[src/rtl/core_writeback_stage_if.sv]
// Execute, load-issue, memory-response and register-file write signals
// exchanged between the pipeline and the writeback stage.
interface core_writeback_stage_if #(
    parameter int DATA_WIDTH     = 32,
    parameter int MEM_WIDTH_CODE = 3
);
    logic                      ex_valid;
    logic                      ex_rd_use;
    logic [4:0]                ex_rd_addr;
    logic [DATA_WIDTH-1:0]     ex_result;
    logic                      ex_ready;
    logic                      ld_issue_valid;
    logic [4:0]                ld_issue_rd_addr;
    logic [MEM_WIDTH_CODE-1:0] ld_issue_control;
    logic [1:0]                ld_issue_offset;
    logic                      ld_issue_ready;
    logic                      mem_rvalid;
    logic [DATA_WIDTH-1:0]     mem_rdata;
    logic                      mem_rready;
    logic                      rf_we;
    logic [4:0]                rf_addr;
    logic [DATA_WIDTH-1:0]     rf_data;
    logic                      lq_empty;

    modport master (
        output ex_valid, ex_rd_use, ex_rd_addr, ex_result,
        output ld_issue_valid, ld_issue_rd_addr, ld_issue_control, ld_issue_offset,
        output mem_rvalid, mem_rdata,
        input  ex_ready, ld_issue_ready, mem_rready,
        input  rf_we, rf_addr, rf_data, lq_empty
    );

    modport slave (
        input  ex_valid, ex_rd_use, ex_rd_addr, ex_result,
        input  ld_issue_valid, ld_issue_rd_addr, ld_issue_control, ld_issue_offset,
        input  mem_rvalid, mem_rdata,
        output ex_ready, ld_issue_ready, mem_rready,
        output rf_we, rf_addr, rf_data, lq_empty
    );
endinterface

[src/rtl/core_writeback_stage.sv]
// Writeback stage: in-order load queue plus load/execute arbitration onto a
// single registered register-file write port. Load responses win over execute.
module core_writeback_stage #(
    parameter int LQ_DEPTH       = 4,
    parameter int DATA_WIDTH     = 32,
    parameter int MEM_WIDTH_CODE = 3
) (
    input logic                   clk,
    input logic                   arst_n,
    core_writeback_stage_if.slave wb
);
    localparam int PTR_W = $clog2(LQ_DEPTH);
    localparam logic [PTR_W:0] DEPTH_C = (PTR_W + 1)'(LQ_DEPTH);

    // Load type codes (funct3 encoding)
    localparam logic [MEM_WIDTH_CODE-1:0] LB  = MEM_WIDTH_CODE'(0);
    localparam logic [MEM_WIDTH_CODE-1:0] LH  = MEM_WIDTH_CODE'(1);
    localparam logic [MEM_WIDTH_CODE-1:0] LW  = MEM_WIDTH_CODE'(2);
    localparam logic [MEM_WIDTH_CODE-1:0] LBU = MEM_WIDTH_CODE'(4);
    localparam logic [MEM_WIDTH_CODE-1:0] LHU = MEM_WIDTH_CODE'(5);

    logic [4:0]                lq_rd   [LQ_DEPTH];
    logic [MEM_WIDTH_CODE-1:0] lq_ctrl [LQ_DEPTH];
    logic [1:0]                lq_off  [LQ_DEPTH];
    logic [PTR_W-1:0]          wr_ptr, rd_ptr;
    logic [PTR_W:0]            count;
    logic                      lq_empty, push, pop, ex_acc;

    logic                  upd_p0, we_p0;
    logic [4:0]            addr_p0;
    logic [DATA_WIDTH-1:0] data_p0;
    logic                  rf_we_p1;
    logic [4:0]            rf_addr_p1;
    logic [DATA_WIDTH-1:0] rf_data_p1;

    function automatic logic [DATA_WIDTH-1:0] format_load(
        input logic [MEM_WIDTH_CODE-1:0] ctrl,
        input logic [1:0]                off,
        input logic [DATA_WIDTH-1:0]     word
    );
        logic [7:0]  b;
        logic [15:0] h;
        b = word[{off, 3'b000} +: 8];
        h = word[{off[1], 4'b0000} +: 16];
        case (ctrl)
            LB:      format_load = {{(DATA_WIDTH - 8){b[7]}}, b};
            LBU:     format_load = {{(DATA_WIDTH - 8){1'b0}}, b};
            LH:      format_load = {{(DATA_WIDTH - 16){h[15]}}, h};
            LHU:     format_load = {{(DATA_WIDTH - 16){1'b0}}, h};
            LW:      format_load = word;
            default: format_load = '0;
        endcase
    endfunction

    assign lq_empty          = (count == '0);
    assign wb.lq_empty       = lq_empty;
    assign wb.ld_issue_ready = (count < DEPTH_C);
    assign wb.mem_rready     = !lq_empty;
    assign wb.ex_ready       = !(wb.mem_rvalid && !lq_empty);

    assign push   = wb.ld_issue_valid && wb.ld_issue_ready;
    assign pop    = wb.mem_rvalid && !lq_empty;
    assign ex_acc = wb.ex_valid && wb.ex_ready;

    // Stage p0: select the winning source and format load data
    always_comb begin
        upd_p0  = 1'b0;
        we_p0   = 1'b0;
        addr_p0 = wb.ex_rd_addr;
        data_p0 = wb.ex_result;
        if (pop) begin
            upd_p0  = 1'b1;
            addr_p0 = lq_rd[rd_ptr];
            data_p0 = format_load(lq_ctrl[rd_ptr], lq_off[rd_ptr], wb.mem_rdata);
            we_p0   = (lq_rd[rd_ptr] != 5'd0);
        end else if (ex_acc) begin
            upd_p0  = 1'b1;
            we_p0   = wb.ex_rd_use && (wb.ex_rd_addr != 5'd0);
        end
    end

    always_ff @(posedge clk) begin
        if (push) begin
            lq_rd[wr_ptr]   <= wb.ld_issue_rd_addr;
            lq_ctrl[wr_ptr] <= wb.ld_issue_control;
            lq_off[wr_ptr]  <= wb.ld_issue_offset;
        end
    end

    always_ff @(posedge clk or negedge arst_n) begin
        if (!arst_n) begin
            wr_ptr <= '0;
            rd_ptr <= '0;
            count  <= '0;
        end else begin
            if (push) wr_ptr <= wr_ptr + PTR_W'(1);
            if (pop)  rd_ptr <= rd_ptr + PTR_W'(1);
            case ({push, pop})
                2'b10:   count <= count + (PTR_W + 1)'(1);
                2'b01:   count <= count - (PTR_W + 1)'(1);
                default: count <= count;
            endcase
        end
    end

    // Stage p1: registered write port; address/data hold when nothing is accepted
    always_ff @(posedge clk or negedge arst_n) begin
        if (!arst_n) begin
            rf_we_p1   <= 1'b0;
            rf_addr_p1 <= '0;
            rf_data_p1 <= '0;
        end else begin
            rf_we_p1 <= we_p0;
            if (upd_p0) begin
                rf_addr_p1 <= addr_p0;
                rf_data_p1 <= data_p0;
            end
        end
    end

    assign wb.rf_we   = rf_we_p1;
    assign wb.rf_addr = rf_addr_p1;
    assign wb.rf_data = rf_data_p1;
endmodule

[src/flat_wrapper.sv]
// flat-port wrapper written by rule: the top's interface ports become plain ports
module core_writeback_stage_flat 
#(
    parameter int LQ_DEPTH       = 4,
    parameter int DATA_WIDTH     = 32,
    parameter int MEM_WIDTH_CODE = 3
)
  (clk, arst_n, wb_ex_valid, wb_ex_rd_use, wb_ex_rd_addr, wb_ex_result, wb_ld_issue_valid, wb_ld_issue_rd_addr, wb_ld_issue_control, wb_ld_issue_offset, wb_mem_rvalid, wb_mem_rdata, wb_ex_ready, wb_ld_issue_ready, wb_mem_rready, wb_rf_we, wb_rf_addr, wb_rf_data, wb_lq_empty);
  core_writeback_stage_if #(.DATA_WIDTH(DATA_WIDTH), .MEM_WIDTH_CODE(MEM_WIDTH_CODE)) wb_i ();
  input logic clk;
  input logic arst_n;
  input wire logic [$bits(wb_i.ex_valid)-1:0] wb_ex_valid;
  input wire logic [$bits(wb_i.ex_rd_use)-1:0] wb_ex_rd_use;
  input wire logic [$bits(wb_i.ex_rd_addr)-1:0] wb_ex_rd_addr;
  input wire logic [$bits(wb_i.ex_result)-1:0] wb_ex_result;
  input wire logic [$bits(wb_i.ld_issue_valid)-1:0] wb_ld_issue_valid;
  input wire logic [$bits(wb_i.ld_issue_rd_addr)-1:0] wb_ld_issue_rd_addr;
  input wire logic [$bits(wb_i.ld_issue_control)-1:0] wb_ld_issue_control;
  input wire logic [$bits(wb_i.ld_issue_offset)-1:0] wb_ld_issue_offset;
  input wire logic [$bits(wb_i.mem_rvalid)-1:0] wb_mem_rvalid;
  input wire logic [$bits(wb_i.mem_rdata)-1:0] wb_mem_rdata;
  output wire logic [$bits(wb_i.ex_ready)-1:0] wb_ex_ready;
  output wire logic [$bits(wb_i.ld_issue_ready)-1:0] wb_ld_issue_ready;
  output wire logic [$bits(wb_i.mem_rready)-1:0] wb_mem_rready;
  output wire logic [$bits(wb_i.rf_we)-1:0] wb_rf_we;
  output wire logic [$bits(wb_i.rf_addr)-1:0] wb_rf_addr;
  output wire logic [$bits(wb_i.rf_data)-1:0] wb_rf_data;
  output wire logic [$bits(wb_i.lq_empty)-1:0] wb_lq_empty;
  assign wb_i.ex_valid = wb_ex_valid;
  assign wb_i.ex_rd_use = wb_ex_rd_use;
  assign wb_i.ex_rd_addr = wb_ex_rd_addr;
  assign wb_i.ex_result = wb_ex_result;
  assign wb_i.ld_issue_valid = wb_ld_issue_valid;
  assign wb_i.ld_issue_rd_addr = wb_ld_issue_rd_addr;
  assign wb_i.ld_issue_control = wb_ld_issue_control;
  assign wb_i.ld_issue_offset = wb_ld_issue_offset;
  assign wb_i.mem_rvalid = wb_mem_rvalid;
  assign wb_i.mem_rdata = wb_mem_rdata;
  assign wb_ex_ready = wb_i.ex_ready;
  assign wb_ld_issue_ready = wb_i.ld_issue_ready;
  assign wb_mem_rready = wb_i.mem_rready;
  assign wb_rf_we = wb_i.rf_we;
  assign wb_rf_addr = wb_i.rf_addr;
  assign wb_rf_data = wb_i.rf_data;
  assign wb_lq_empty = wb_i.lq_empty;
  core_writeback_stage #(.LQ_DEPTH(LQ_DEPTH), .DATA_WIDTH(DATA_WIDTH), .MEM_WIDTH_CODE(MEM_WIDTH_CODE)) u_core (.clk(clk), .arst_n(arst_n), .wb(wb_i));
endmodule
[config.mk]
export PLATFORM = sky130hd
export DESIGN_NAME = core_writeback_stage_flat
export DESIGN_NICKNAME = d
export VERILOG_FILES = /design/src/rtl/core_writeback_stage_if.sv /design/src/rtl/core_writeback_stage.sv /design/src/flat_wrapper.sv
export SDC_FILE = /design/constraint.sdc
export NUM_CORES = 1
export LEC_CHECK = 0
export ABC_AREA = 1
export CELL_PAD_IN_SITES_DETAIL_PLACEMENT = 1
export CELL_PAD_IN_SITES_GLOBAL_PLACEMENT = 2
export CORE_MARGIN = 3
export CORE_UTILIZATION = 28
export CTS_BUF_LIST = sky130_fd_sc_hd__clkbuf_4 sky130_fd_sc_hd__clkbuf_8
export CTS_CLUSTER_DIAMETER = 80
export DETAILED_ROUTE_END_ITERATION = 10
export PLACE_DENSITY = 0.79
export SLEW_MARGIN = 15
export SYNTH_ARGS = -nofsm -noshare
export SYNTH_HDL_FRONTEND = slang
export SYNTH_SLANG_ARGS = --single-unit
[constraint.sdc]
create_clock -name clk -period 2.85 [get_ports clk]
set_clock_uncertainty 0.05 [all_clocks]
set_input_delay 0.4275 -clock clk [delete_from_list [all_inputs] [get_ports clk]]
set_output_delay 0.4275 -clock clk [all_outputs]
set_load 0.02 [all_outputs]
-- After elaboration in Yosys (flattened, before gate mapping)
Memory sizes are Yosys's and may differ from the RTL's.
Index checks and enable logic that the tools add are counted.
- add/sub/neg operators: 4
- order comparisons: 1
- equal/unequal tests: 6
- shift operators: 2
- mux-type cells: 10
- reductions and logical operators: 11
- operators by type and width (cell ; number):
    $pmux 32 s5 ; 1
    $mux 32 ; 1
    $shiftx 32x6->16 ; 1
    $shiftx 32x6->8 ; 1
    $reduce_bool 5->1 ; 2
    $eq 3x3->1 const B ; 2
    $logic_not 3->1 ; 2
    $mux 1 ; 6
    $pmux 3 s2 ; 1
    $mux 5 ; 1
    $add 2x1->2 const B ; 2
    $logic_and 1x1->1 ; 4
    $add 3x1->3 const B ; 1
    $eq 3x1->1 const B ; 1
    $eq 3x2->1 const B ; 1
    $lt 3x3->1 const B ; 1
    $sub 3x1->3 const B ; 1
    $eq 2x1->1 const B ; 1
    $eq 2x2->1 const B ; 1
    $logic_not 1->1 ; 2
    $reduce_bool 2->1 ; 1
- register bits: 45
- memory bits (writable): 40
- logic and storage cells: 43
- memories: 3
- memories (name ; depth ; bits a word ; rd ports ; clocked after memory_dff ; write ports ; RTL line ; text):
    u_core.lq_rd ; 4 ; 5 ; 1 ; 0 ; 1 ; core_writeback_stage.sv:22 ; logic [4:0] lq_rd [LQ_DEPTH];
    u_core.lq_ctrl ; 4 ; 3 ; 1 ; 0 ; 1 ; core_writeback_stage.sv:23 ; logic [MEM_WIDTH_CODE-1:0] lq_ctrl [LQ_DEPTH];
    u_core.lq_off ; 4 ; 2 ; 1 ; 0 ; 1 ; core_writeback_stage.sv:24 ; logic [1:0] lq_off [LQ_DEPTH];

-- Longest topological paths before layout
Gate-level depths: netlist (run 1).
- depth after elaboration: 7
- depth in mapped cells: 14

-- Worst setup path after synthesis (run 1)
No wires, ideal clock.
- path kind: flip-flop to flip-flop
- start: reg u_core.count[1]
- end: reg u_core.count[1]
- arrival: 2.498 ns
- required time: 2.717 ns
- path slack: 0.219 ns
- stages on the path, launching flop included: 10
- path buffers: 1
- cell sequence: dfrtp_1 nor3_1 inv_1 nand2_1 inv_2 buf_1 ha_1 inv_1 fa_1 o21ai_0
- longest elaborated chain between the ends: 5
- elaborated cells between the ends (all ways): 11
- those cells by class: add/sub (2); order compare (1); eq/ne (2); mux (1); reduce/logical (5)
- ends and longest elaborated chain (what ; RTL line ; text):
    start: declaration ; core_writeback_stage.sv:26 ; logic [PTR_W:0] count;
    start signal: assignment ; core_writeback_stage.sv:99 ; 2'b10: count <= count + (PTR_W + 1)'(1);
    start signal: assignment ; core_writeback_stage.sv:100 ; 2'b01: count <= count - (PTR_W + 1)'(1);
    start signal: assignment ; core_writeback_stage.sv:101 ; default: count <= count;
    $logic_not 3->1 * ; core_writeback_stage.sv:55 ; assign lq_empty = (count == '0);
    named net wb_lq_empty ; flat_wrapper.sv:28 ; output wire logic [$bits(wb_i.lq_empty)-1:0] wb_lq_empty;
    $logic_not 1->1 * ; n/a ;
    named net wb_mem_rready ; flat_wrapper.sv:24 ; output wire logic [$bits(wb_i.mem_rready)-1:0] wb_mem_rready;
    $logic_and 1x1->1 * ; core_writeback_stage.sv:62 ; assign pop = wb.mem_rvalid && !lq_empty;
    $eq 2x1->1 / $eq 2x2->1 (equally long branches) ; core_writeback_stage.sv:98 ; case ({push, pop})
    $pmux 3 s2 / $reduce_bool 2->1 (equally long branches) ; n/a ;
Mark *: on every way through the listed nets, which the timed path passes. The rest lies on a longest branch.
A chain may end at the register's enable or synchronous reset.

-- Final worst setup path (run 1)
- start: reg u_core.count[1]
- end: out wb_ex_ready
- longest elaborated chain between the ends: 4
- ends and longest elaborated chain (what ; RTL line ; text):
    $logic_not 3->1 ; core_writeback_stage.sv:55 ;
    $logic_not 1->1 ; core_writeback_stage.sv:59 ; assign wb.ex_ready = !(wb.mem_rvalid && !lq_empty);
    $logic_and 1x1->1 ; core_writeback_stage.sv:59 ;
    $logic_not 1->1 ; core_writeback_stage.sv:59 ;
    end: declaration ; flat_wrapper.sv:22 ; output wire logic [$bits(wb_i.ex_ready)-1:0] wb_ex_ready;
No other way between the ends.

==> results_dict.tcl, run 1 <==
set metrics [dict create \
    multiInputGateArea_um2 2040 \
    h-tree-depth 3 \
    cts_buffers 9 \
    fin_setup_tns_ns 0 \
    post-cts-setup-buffers 0 \
    portBuffers 126 \
    whs_ns 0.170 \
    cts_hold_buf 0 \
    diodes 0 \
    grtUsageTotal_pct 17.2 \
    synth_top_cell_area_share_pct 25.4 \
    die_h_um 136 \
    wire_per_inst_um 16.4 \
    cts.path.max_buffers 2 \
    avgSynthCellArea_um2 7.89 \
    antenna_found_initial 1 \
    crit_path_start_kind "flop" \
    layout_common_cells "nand2_1 (190), clkdlybuf4s50_1 (125), nor2_1 (76), nand3_1 (50), inv_1 (48)" \
    r2r-start "u_core.rd_ptr[0]$_DFFE_PN0N_" \
    r2r_end "u_core.wb.rf_data[1]$_DFFE_PN0P_" \
    final_core_util_pct 39.4 \
    syn_nets 691 \
    hold_path.class "input port to async pin" \
    grt_pass1_wl_um 24700 \
    outcome "complete, no violations" \
    crit_chain "nor3_1 -> inv_1 -> nand2_1 -> buf_4 -> clkdlybuf4s50_1" \
    hpwl_um 11900 \
    yosysTopAreaCell "edfxtp_1" \
    final_hold_viol_count 0 \
    drt_wl_total_um 15500 \
    drv_cap 0 \
    clk_pin_slew_ns 0.11 \
    die_x_um 136 \
    cts_tree "yes" \
    critPathKind "flop to primary output" \
    start_util_pct 29.2 \
    syn_area_um2 4730 \
    dieArea_um2 18500 \
    rrSetupSlack_ns 0.55 \
    finalPower_mw 6.57 \
    synth_seq_area_share_pct 49.2 \
    leakagePower_nw 2.86 \
    synthCells 600 \
    row_count 46 \
    drive_above_1_share_pct 7.68 \
    powerDensity_nw_per_um2 1030 \
    firstDrtPassIters 4 \
    crit_required_ns 2.37 \
    globalplace.congestion 0.763 \
    clock.fmax_ghz 0.386 \
    critical-path-max-stage-delay_ns 0.63 \
    cpMaxStageDelayCell "clkdlybuf4s50_1" \
    via_per_inst 4.65 \
    peakVddDrop_mv 0.403 \
    critPathMaxFanout 11 \
    cts_root_buf "clkbuf_8" \
    drtAntennaViolNets 0 \
    vias 4390 \
    drcViolationCount 0 \
    io_pins 127 \
    final_common_cell "nand2_1" \
    nets 815 \
    dp_slack_ns 0.392 \
    ff2ff_path_depth 12 \
    rsz0062_at_grt "false" \
    yosysUniqueCellTypes 33 \
    syn_to_final_growth_pct 35.2 \
    clkSinkCount 85 \
    drt_iter0_markers 156 \
    drv_slew 0 \
    fin_ws_ns 0.256 \
    end_kind "primary output" \
    period_needed_ns 2.59 \
    overflow 0 \
    grt_max_degree 46 \
    setup_viol 0 \
    core-area_um2 16200 \
    post_cts_resized 0 \
    n_fill_cell 1966 \
    crit_arrival_ns 2.12 \
    fin_crit_sh_pct 91.0 \
    relSlewSlack_pct 31.1 \
    ys_ff_latch 85 \
    seqCellArea_um2 2330 \
    netlist_top_cells_area "edfxtp_1 (25%), dfrtp_1 (24%), nand2_1 (15%)" \
    tightest_slew_ns 1.03 \
    insertion_delay_ns 0.38 \
    grt_pass1_vias 4784 \
    yosys_warnings 0 \
]
==> how the worst max path moves through the flow <==
stage,from,end,slack [ns],cells past startpoint
4_1_cts,u_core.count[1]$_DFFE_PN0P_,wb_ex_ready,0.21,5
3_3_place_gp,wb_ld_issue_valid,u_core.count[2]$_DFFE_PN0P_,0.50,8
5_1_grt,u_core.count[1]$_DFFE_PN0P_,wb_ex_ready,0.13,5
6_report,u_core.count[1]$_DFFE_PN0P_,wb_ex_ready,0.26,5
2_1_floorplan,u_core.count[1]$_DFFE_PN0P_,u_core.count[1]$_DFFE_PN0P_,0.22,9
3_5_place_dp,wb_ld_issue_valid,u_core.count[2]$_DFFE_PN0P_,0.39,8
==> final cells by class <==
class	instances	area share (%)
clock buffers	9	1.94
flip-flops and latches	85	36.4
inverters	52	3.05
clock inverters	7	1.04
multi-input cells	434	31.9
well taps	216	4.22
repair buffers	142	21.5
==> metal layers <==
metal  vias up  share of wire [%]  track usage, %
met5         -              0.084               0
met4         2                1.6            4.65
met3        19                5.5            4.15
met2       111                 49            30.3
met1      2068                 44            20.9
li1       2190                  -               -
==> cells by family (layout without fill, tap and decap cells) <==
family / count (synthesis) / count (layout) / synth area share (%)
and+or+nand+nor: 346 / 346 / 32.0
adders and majority gates: 6 / 6 / 1.75
DFF: 85 / 85 / 49.2
AOI/OAI and AO/OA: 78 / 78 / 8.65
buffers and inverters: 81 / 210 / 7.69
xor gates and xnor gates: 4 / 4 / 0.740
==> critical path: cells and delay by family, from the launching register on <==
kind | cells | cell delay [ns]
buffers and inverters | 3 | 0.93
AND/OR/NAND/NOR | 2 | 0.42
flip-flops | 1 | 0.41
==> flip-flops by register name (all words and copies together) (netlist names) <==
register / cells
u_core.rd_ptr: 2
u_core.wb.rf_addr: 5
u_core.wb.rf_data: 32
u_core.lq_ctrl: 12
u_core.lq_rd: 20
u_core.lq_off: 8
u_core.wr_ptr: 2
u_core.wb.rf_we: 1
u_core.count: 3
==> cells in the mapped netlist <==
master / count
nand2_1: 190
nor2_1: 76
nand3_1: 50
inv_1: 48
dfrtp_1: 45
edfxtp_1: 40
o21ai_0: 38
a21oi_1: 33
clkbuf_1: 12
nand4_1: 10
buf_2: 6
nand3_2: 6
buf_6: 5
ha_1: 5
buf_4: 4
nand2_2: 4
inv_2: 3
nand2_4: 3
xor2_1: 3
a21oi_2: 2
buf_1: 2
nand3_4: 2
o211ai_1: 2
o22ai_1: 2
clkinv_1: 1
fa_1: 1
nor2_2: 1
nor2_4: 1
nor2_8: 1
nor3_1: 1
nor4_1: 1
o221ai_1: 1
xnor2_1: 1
==> through the flow <==
| stage | instance area (um2) | instances |
|---|---|---|
| finish | 6400 | 945 |
| global route | 6400 | 945 |
| CTS | 6400 | 945 |
| detailed placement | 6210 | 929 |
| global placement | 6210 | 929 |
| floorplan | 4730 | 600 |
==> where the power goes <==
part	internal [mW]	switching (mW)	total, mW
Sequential	1.68	0.236	1.92
Combinational	1.42	2.37	3.80
Clock	0.338	0.515	0.853
No activity file was read; power rests on OpenSTA's default activity.
==> run 2, diff against run 1 <==
--- a/config.mk
+++ b/config.mk
@@ -8,6 +8,7 @@
 export ABC_AREA = 1
 export CELL_PAD_IN_SITES_DETAIL_PLACEMENT = 1
 export CELL_PAD_IN_SITES_GLOBAL_PLACEMENT = 2
+export CORE_ASPECT_RATIO = 0.5
 export CORE_MARGIN = 3
 export CORE_UTILIZATION = 28
 export CTS_BUF_LIST = sky130_fd_sc_hd__clkbuf_4 sky130_fd_sc_hd__clkbuf_8
==> results_dict.tcl, run 2 (synthesized netlist as in run 1, its figures left out) <==
set metrics [dict create \
    setup_viol 0 \
    cts_buffers 9 \
    drv_slew 0 \
    drv_cap 0 \
    relSlewSlack_pct 59.3 \
    final_hold_viol_count 0 \
    critPathMaxFanout 3 \
    clkSinkCount 85 \
    core-area_um2 16000 \
    drive_above_1_share_pct 7.68 \
    hold_path.class "input port to async pin" \
    hpwl_um 11600 \
    row_count 32 \
    peakVddDrop_mv 0.324 \
    crit_required_ns 2.37 \
    placed_cell_area_um2 6220 \
    drt_wl_total_um 15300 \
    grt_pass1_wl_um 25200 \
    outcome "complete, no violations" \
    start_util_pct 29.6 \
    post_cts_resized 0 \
    powerDensity_nw_per_um2 1020 \
    fin_setup_tns_ns 0 \
    nets 815 \
    layout_common_cells "nand2_1 (190), clkdlybuf4s50_1 (125), nor2_1 (76), nand3_1 (50), inv_1 (48)" \
    portBuffers 126 \
    post-cts-setup-buffers 0 \
    cts_hold_buf 0 \
    dp_slack_ns 0.465 \
    largest_reg_flops 32 \
    cts_tree "yes" \
    drcViolationCount 0 \
    fin_ws_ns 0.453 \
    stdcell_count 950 \
    cts.path.max_buffers 2 \
    end_kind "primary output" \
    drtAntennaViolNets 0 \
    tightest_slew_ns 0.611 \
    globalplace.congestion 0.847 \
    place_inst 934 \
    fin_crit_sh_pct 84.1 \
    clock.fmax_ghz 0.417 \
    design_area_um2 6410 \
    grt_max_degree 46 \
    clk_pin_slew_ns 0.08 \
    final_common_cell "nand2_1" \
    wire_per_inst_um 16.1 \
    io_pins 127 \
    firstDrtPassIters 6 \
    h-tree-depth 3 \
    rsz0062_at_grt "false" \
    period_needed_ns 2.40 \
    critPathKind "flop to primary output" \
    grt_pass1_vias 4726 \
    cts_root_buf "clkbuf_8" \
    overflow 0 \
    antenna_found_initial 0 \
    via_per_inst 4.58 \
    insertion_delay_ns 0.36 \
    leakagePower_nw 2.86 \
    whs_ns 0.0230 \
    crit_path_start_kind "flop" \
    diodes 0 \
    grtUsageTotal_pct 17.2 \
    die_h_um 97.9 \
    die_x_um 190 \
    dieArea_um2 18600 \
    syn_to_final_growth_pct 35.5 \
    drt_iter0_markers 209 \
    crit_arrival_ns 1.92 \
    vias 4353 \
]
[run 2: path summary, 6_finish.rpt]
kind                                             startpoint                                end  slack, ns  cells past startpoint
setup reg to reg               u_core.rd_ptr[0]$_DFFE_PN0N_  u_core.wb.rf_data[23]$_DFFE_PN0P_       0.47                     11
min in group clk           u_core.wb.rf_addr[0]$_DFFE_PN0P_   u_core.wb.rf_addr[0]$_DFFE_PN0P_       0.46                      2
setup / recovery                u_core.count[0]$_DFFE_PN0P_                        wb_ex_ready       0.45                      4
hold / removal                                       arst_n  u_core.wb.rf_data[22]$_DFFE_PN0P_       0.02                      1
hold reg to reg            u_core.wb.rf_addr[0]$_DFFE_PN0P_   u_core.wb.rf_addr[0]$_DFFE_PN0P_       0.46                      2
max in group asynchronous                            arst_n       u_core.wr_ptr[1]$_DFFE_PN0P_       2.32                      1
[run 2: report_power, final]
| group | total (mW) | internal, mW | switching, mW |
|---|---|---|---|
| clock | 0.823 | 0.379 | 0.444 |
| sequential | 1.90 | 1.68 | 0.223 |
| combinational | 3.82 | 1.43 | 2.39 |
| total | 6.54 | 3.49 | 3.06 |
[run 2: layout make-up]
cell class              count  area (um2)
clock buffers              12         159
clock inverters             4        32.5
fillers                  1936        9570
inverters                  52         195
multi-input cells         434        2040
flip-flops and latches     85        2330
well taps                 221         277
repair buffers            142        1380
[run 2: per-layer routing]
metal	vias up	track usage, %	share of wire, %
met4	0	3.01	0.61
met3	10	4.12	3.8
met5	-	0	0
met2	63	29.5	50
met1	2091	22.3	46
li1	2189	-	-
[run 2: through the flow]
stage | util [%] | power [mW]
after floorplan | - | 4.36
after global placement | 38.9 | 5.72
after detailed placement | 38.9 | 5.80
after CTS | 40.1 | 6.65
after global routing | 40.1 | 7.15
final | 40.1 | 6.54
[run 2: critical path: stages (launching register included)]
cell             delay [ns]
dfrtp_1                0.42
nor3_1                 0.24
inv_1                  0.11
nand2_1                0.14
clkdlybuf4s50_1        0.65
==> run 3, diff against run 2 <==
==> constraint.sdc (replaced) <==
create_clock -name clk -period 2.3 [get_ports clk]
set_clock_uncertainty 0.05 [all_clocks]
set_input_delay 0.345 -clock clk [delete_from_list [all_inputs] [get_ports clk]]
set_output_delay 0.345 -clock clk [all_outputs]
set_load 0.02 [all_outputs]
==> results_dict.tcl, run 3 (synthesized netlist as in run 1, its figures left out) <==
set metrics [dict create \
    portBuffers 126 \
    critPathKind "flop to flop" \
    grt_pass1_vias 4649 \
    firstDrtPassIters 4 \
    final_core_util_pct 40.8 \
    diodes 0 \
    grtUsageTotal_pct 16.8 \
    hold_path.class "input port to async pin" \
    largest_reg_flops 32 \
    globalplace.congestion 0.819 \
    h-tree-depth 3 \
    clkSinkCount 85 \
    crit_required_ns 2.49 \
    grt_pass1_wl_um 25000 \
    cts_root_buf "clkbuf_8" \
    row_count 32 \
    drive_above_1_share_pct 8.94 \
    outcome "complete, no violations" \
    clk_pin_slew_ns 0.10 \
    via_per_inst 4.58 \
    nets 824 \
    clock.fmax_ghz 0.483 \
    fin_crit_sh_pct 90.0 \
    crit_path_start_kind "flop" \
    tightest_slew_ns 0.628 \
    stdcell_count 959 \
    finalPower_mw 8.30 \
    start_util_pct 29.6 \
    cts_tree "yes" \
    drv_slew 0 \
    period_needed_ns 2.07 \
    final_common_cell "nand2_1" \
    die_h_um 97.9 \
    insertion_delay_ns 0.36 \
    core-area_um2 16000 \
    overflow 0 \
    drv_cap 0 \
    drt_iter0_markers 180 \
    dieArea_um2 18600 \
    critPathMaxFanout 24 \
    drt_wl_total_um 15500 \
    relSlewSlack_pct 58.1 \
    final_hold_viol_count 0 \
    drtAntennaViolNets 0 \
    grt_max_degree 46 \
    antenna_found_initial 0 \
    drcViolationCount 0 \
    layout_common_cells "nand2_1 (190), clkdlybuf4s50_1 (124), nor2_1 (76), nand3_1 (50), inv_1 (48)" \
    setup_viol 0 \
    peakVddDrop_mv 0.381 \
    powerDensity_nw_per_um2 1270 \
    vias 4388 \
    cts.path.max_buffers 2 \
    cts_buffers 9 \
    fin_ws_ns 0.231 \
    crit_arrival_ns 2.26 \
    end_kind "flop" \
    io_pins 127 \
    dp_slack_ns 0.0715 \
    leakagePower_nw 2.92 \
    syn_to_final_growth_pct 37.8 \
    die_x_um 190 \
    wire_per_inst_um 16.1 \
    hpwl_um 11700 \
    place_inst 942 \
]
-- run 3: where the power goes --
group / leakage (nW) / switching (mW) / internal [mW]
logic: 1.92 / 3.01 / 1.91
registers: 0.906 / 0.260 / 2.08
clock network: 0.0932 / 0.615 / 0.427
total: 2.92 / 3.88 / 4.41
-- run 3: worst paths after layout --
check | startpoint | endpoint | slack (ns) | cells past startpoint
setup / recovery | u_core.rd_ptr[0]$_DFFE_PN0N_ | u_core.wb.rf_data[9]$_DFFE_PN0P_ | 0.23 | 12
hold / removal | arst_n | u_core.wb.rf_data[20]$_DFFE_PN0P_ | 0.03 | 2
setup reg to reg | u_core.rd_ptr[0]$_DFFE_PN0N_ | u_core.wb.rf_data[9]$_DFFE_PN0P_ | 0.23 | 12
hold reg to reg | u_core.wb.rf_addr[1]$_DFFE_PN0P_ | u_core.wb.rf_addr[1]$_DFFE_PN0P_ | 0.46 | 2
max in group asynchronous | arst_n | u_core.wb.rf_data[2]$_DFFE_PN0P_ | 1.74 | 2
min in group clk | u_core.wb.rf_addr[1]$_DFFE_PN0P_ | u_core.wb.rf_addr[1]$_DFFE_PN0P_ | 0.46 | 2
-- run 3: worst max-delay path, stage by stage, from the launching register on --
cell,delay [ns]
dfrtp_1,0.43
buf_4,0.20
nand2_1,0.08
nand3_2,0.24
nand2_4,0.20
nand2_1,0.09
nand3_1,0.07
nand2_1,0.10
nand2_2,0.10
buf_12,0.15
nand2_1,0.06
nand2_1,0.09
a21oi_1,0.08
-- run 3: stage by stage --
step / instance area [um2] / setup TNS [ns] / hold WS, ns
2_1_floorplan: 4740 / -0.0247 / -0.000591
3_3_place_gp: 6310 / 0 / 0.419
3_5_place_dp: 6310 / 0 / 0.438
4_1_cts: 6490 / 0 / 0.0395
5_1_grt: 6520 / -0.00540 / 0.0683
6_report: 6520 / 0 / 0.0264
-- run 3: cell type report --
class	instances	area, um2
fill	1932	9450
timing repair buffer	151	1480
sequential	85	2330
multi-input combinational	434	2050
clock inverter	6	53.8
tap	221	277
inverter	52	198
clock buffer	10	131
-- run 3: timing repair --
item / 4_1_cts / 5_1_grt
buffers inserted: 0 / 1
pin swaps: 0 / 1
endpoints found under the setup margin: 1 / 27
gates resized for setup: 1 / 4
endpoints found under the hold margin: 0 / 0
hold buffers: 0 / 0
-- run 3: per-layer routing --
metal / GRT usage [%] / vias to the layer above / share of wire [%]
met4: 2.61 / 0 / 0.73
li1: - / 2209 / -
met5: 0 / - / 0
met2: 29.5 / 63 / 49
met3: 2.91 / 11 / 3.4
met1: 22.2 / 2105 / 46
